## src/rtl/mux4b_arbiter.sv

```systemverilog
// Round-robin arbiter sharing one WIDTH-bit 2:1 mux between two requesters,
// with a single-entry output register drained by a valid/ready consumer.
module mux4b_arbiter #(
  parameter int WIDTH = 4
) (
  input  logic             clk,
  input  logic             rst,
  input  logic             req1,
  input  logic [WIDTH-1:0] data1,
  output logic             ack1,
  input  logic             req2,
  input  logic [WIDTH-1:0] data2,
  output logic             ack2,
  output logic             sel,
  output logic             out_valid,
  output logic [WIDTH-1:0] out_data,
  input  logic             out_ready,
  output logic             last_grant
);

  // Handshake: a word moves downstream on any rising edge where out_valid and
  // out_ready are both high; out_data/out_valid never change while the word is
  // stalled. Upstream, reqN holds with stable dataN until the one-cycle ackN.
  typedef enum logic {
    ST_EMPTY = 1'b0,
    ST_FULL  = 1'b1
  } state_e;

  state_e           state_q, state_d;
  logic [WIDTH-1:0] data_q, data_d;
  logic             grant_q, grant_d;

  logic             any_req;
  logic             win2;
  logic             mux_sel;
  logic [WIDTH-1:0] mux_out;
  logic             can_capture;
  logic             capture;

  always_comb begin
    any_req     = req1 | req2;
    // On a tie, requester 2 wins only when requester 1 was granted last.
    win2        = req2 & (~req1 | ~grant_q);
    mux_sel     = any_req ? win2 : grant_q;
    mux_out     = mux_sel ? data2 : data1;
    can_capture = (state_q == ST_EMPTY) | out_ready;
    capture     = can_capture & any_req & ~rst;

    state_d = state_q;
    data_d  = data_q;
    grant_d = grant_q;
    if (capture) begin
      state_d = ST_FULL;
      data_d  = mux_out;
      grant_d = win2;
    end else if ((state_q == ST_FULL) && out_ready) begin
      state_d = ST_EMPTY;
    end
  end

  // grant_q resets to requester 2 so requester 1 takes the first tie.
  always_ff @(posedge clk or posedge rst) begin
    if (rst) begin
      state_q <= ST_EMPTY;
      data_q  <= '0;
      grant_q <= 1'b1;
    end else begin
      state_q <= state_d;
      data_q  <= data_d;
      grant_q <= grant_d;
    end
  end

  assign ack1       = capture & ~win2;
  assign ack2       = capture & win2;
  assign sel        = mux_sel & ~rst;
  assign out_valid  = (state_q == ST_FULL);
  assign out_data   = data_q;
  assign last_grant = grant_q;

endmodule

```

## config.mk

```make
export PLATFORM = sky130hd
export DESIGN_NAME = mux4b_arbiter
export DESIGN_NICKNAME = d
export VERILOG_FILES = /design/src/rtl/mux4b_arbiter.sv
export SDC_FILE = /design/constraint.sdc
export NUM_CORES = 1
export LEC_CHECK = 0
export BUFFER_PORTS_ARGS = -buffer_cell sky130_fd_sc_hd__buf_2
export CAP_MARGIN = 5
export CORE_AREA = 10 10 47 49
export CTS_CLUSTER_DIAMETER = 40
export CTS_CLUSTER_SIZE = 30
export DETAILED_ROUTE_END_ITERATION = 7
export DIE_AREA = 0 0 57 59
export PLACE_DENSITY = 0.56
export SLEW_MARGIN = 10
export SYNTH_ARGS = -nofsm -noshare
export SYNTH_HDL_FRONTEND = slang
export SYNTH_SLANG_ARGS = --single-unit
```

## constraint.sdc

```tcl
create_clock -name clk -period 1.3 [get_ports clk]
set_clock_uncertainty 0.2 [all_clocks]
set_input_delay 0.065 -clock clk [delete_from_list [all_inputs] [get_ports clk]]
set_output_delay 0.065 -clock clk [all_outputs]
set_load 0.02 [all_outputs]
```

==> metrics.txt <==
Root Buffer Master clkbuf_4; antenna violations before repair 0; Post-synth top cells 6 x a21oi_1, 5 x dfrtp_1, 5 x o21ai_0; Starting Density 0.242; largest net degree at the start of global routing 7; Max clock buf depth 2; Setup TNS -0.792 ns; YS warnings 0; synth unique cells 17; RSZ-0062 raised after global routing true; placed cell area just under 500 um2; setup violators final 7; number of global-route vias before repair 495; n_diodes 0; Final Instance Count excl. Fillers 94; global-route wire length before repair 2.13 mm; TritonRoute pass-1 iters 4; crit path DAT 1.21 ns; Core ar. roughly 1400 um2; P_leak 0.000311 uW; post-synthesis xor/xnor area fraction 0; Max Transition Viols Final 0; main flop type after synthesis dfrtp_1; I/O pins 22; clk slew on worst S/H paths 0.05 ns; WP data required 1.03 ns; internal reg-to-reg setup slack -0.08 ns; Syn Area/Cell 8.69 um2; grt ovf 0; hold_ws -0.111 ns; Synth Net Count between 50 and 60; final cycle utilization of the critical path 1.14; Worst setup EP type output port; fin area approximately 670 um2; # H-tree levels 1; CTS tree yes; critical path class flop to output port; area of the multi-input gates 203 um2; DR vias 423; EDFF count, synth 0; Final Net Count a little over 90; Initial DRC Count 5; min Tclk post-route 1.48 ns; Post-CTS Hold Buffers 10; # placed instances 79; placer congestion estimate 0.742; DRC violation count after routing 0; #FFs+latches synth 6; height of the die 59 um; die area 3360 um2; Rows 14; layout cells sized above 1 0.551; Die X ~57 um; PD cells about 1100 nW/um2; Compound-Gate Fraction of Synth Area 0.266; worst min path class input pin to flop; post-synth top area cell dfrtp_1; Max Cap Viol 0; largest family of logic cells by synthesized area compound AO/OA/AOI/OAI gates; Detailed Place HPWL approximately 900 um; Final Hold Fails 1; Peak Freq 676 MHz; Port-buffer cells 21; Post-synth ARST share 1.00; failing checks hold timing, setup timing; Cell Area, Synth 339 um2; largest vdd supply drop 0.640 mV; CP max FO 6; Area Overhead vs Synth 96.7%; Slew HR 0.801; GRT Total Usage 0.0797; count leader, synth a21oi_1; worst-skew pair later-pin latency 0.25 ns; detailed-route wire length per cell 13.5 um; final worst slack -0.179 ns; setup slack at placement 0.0171 ns; FF/Latch Area around 150 um2; crit path launch type flop; cts bufs inserted 3; mux cell area share after synthesis 0; cell count after synthesis 39; worst-margin pin slew around 0.30 ns; final WL 1.27 mm; Filler cells approximately 140; post-synthesis adder-cell area fraction 0; top cells by area, synth dfrtp_1 37%, a21oi_1 8.9%, dfstp_2 7.7%; DR vias/cell 4.50; register area share after synthesis 0.446; area share of the largest cell type after synthesis 0.369; status finished, violations left; simple-gate portion of the synthesized area 0.244; clock sinks 6; post-route ant nets 0
through the flow:
| step | total power, uW | util |
|---|---|---|
| 3_5_place_dp | 510 | 0.353 |
| 6_report | 756 | 0.476 |
| 5_1_grt | 803 | 0.476 |
| 2_1_floorplan | 410 | - |
| 3_3_place_gp | 508 | 0.353 |
| 4_1_cts | 759 | 0.472 |
state kept, by name (all words and copies together) (netlist names):
| name | cells |
|---|---|
| last_grant | 1 |
| out_valid | 1 |
| out_data | 4 |
cell families (layout without fill, tap and decap cells):
| family | after synthesis | after routing |
|---|---|---|
| AO/OA/AOI/OAI | 16 | 16 |
| AND/OR/NAND/NOR | 15 | 15 |
| flip-flops | 6 | 6 |
| buffers and inverters | 2 | 41 |
cell type report:
class                      instances  area share
clock buffer                       4      0.0394
inverter                           1     0.00563
multi-input combinational         31       0.304
sequential                         6       0.229
tap                               16      0.0300
timing repair buffer              36       0.392
path summary, 6_finish.rpt:
| path | startpoint | endpoint | depth (start not counted) |
|---|---|---|---|
| max in group asynchronous | rst | last_grant | 3 |
| worst max register to register | last_grant | out_data[2] | 5 |
| worst max-delay path | last_grant | ack2 | 3 |
| worst min register to register | out_data[0] | out_data[0] | 2 |
| worst min-delay path | req2 | last_grant | 3 |
| min in group asynchronous | rst | out_data[2] | 3 |
worst max-delay path, cell delays in order, from the launching register on:
cell	delay, ns
dfstp_2	0.57
nand2_2	0.08
and3_4	0.18
buf_6	0.12
where the power goes:
| part | total [uW] | switching, uW | internal (uW) | leakage [uW] |
|---|---|---|---|---|
| Sequential | 253 | 24.1 | 229 | 0.0000656 |
| Clock | 199 | 81.6 | 117 | 0.0000150 |
| Combinational | 304 | 162 | 142 | 0.000230 |
| Total | 756 | 267 | 488 | 0.000311 |
placed cells by master (no fill, tap or decap), types with 2 or more instances in the layout:
| cell type | count |
|---|---|
| buf_2 | 18 |
| dlygate4sd3_1 | 10 |
| a21oi_1 | 6 |
| o21ai_0 | 5 |
| buf_4 | 5 |
| a31oi_1 | 4 |
| dfrtp_1 | 4 |
| and2_4 | 3 |
| clkbuf_4 | 3 |
| buf_6 | 3 |
| nand2_2 | 2 |
| nand3_2 | 2 |
| nor2_1 | 2 |
| nand3_1 | 2 |
repair_timing:
| item | CTS | global route |
|---|---|---|
| setup endpoints to repair | 3 | 8 |
| buffers inserted | 1 | 0 |
| gates resized for setup | 11 | 1 |
| pin swaps | 8 | 3 |
| hold endpoints to repair | 12 | 1 |
metal layers:
metal | up-vias | global-route usage | part of all wire
met2 | 21 | 0.133 | 0.47
met5 | - | 0 | 0
met1 | 180 | 0.0765 | 0.42
met4 | 0 | 0.0604 | 0.013
li1 | 220 | - | -
met3 | 2 | 0.0343 | 0.088
No activity file was read; power rests on OpenSTA's default activity.
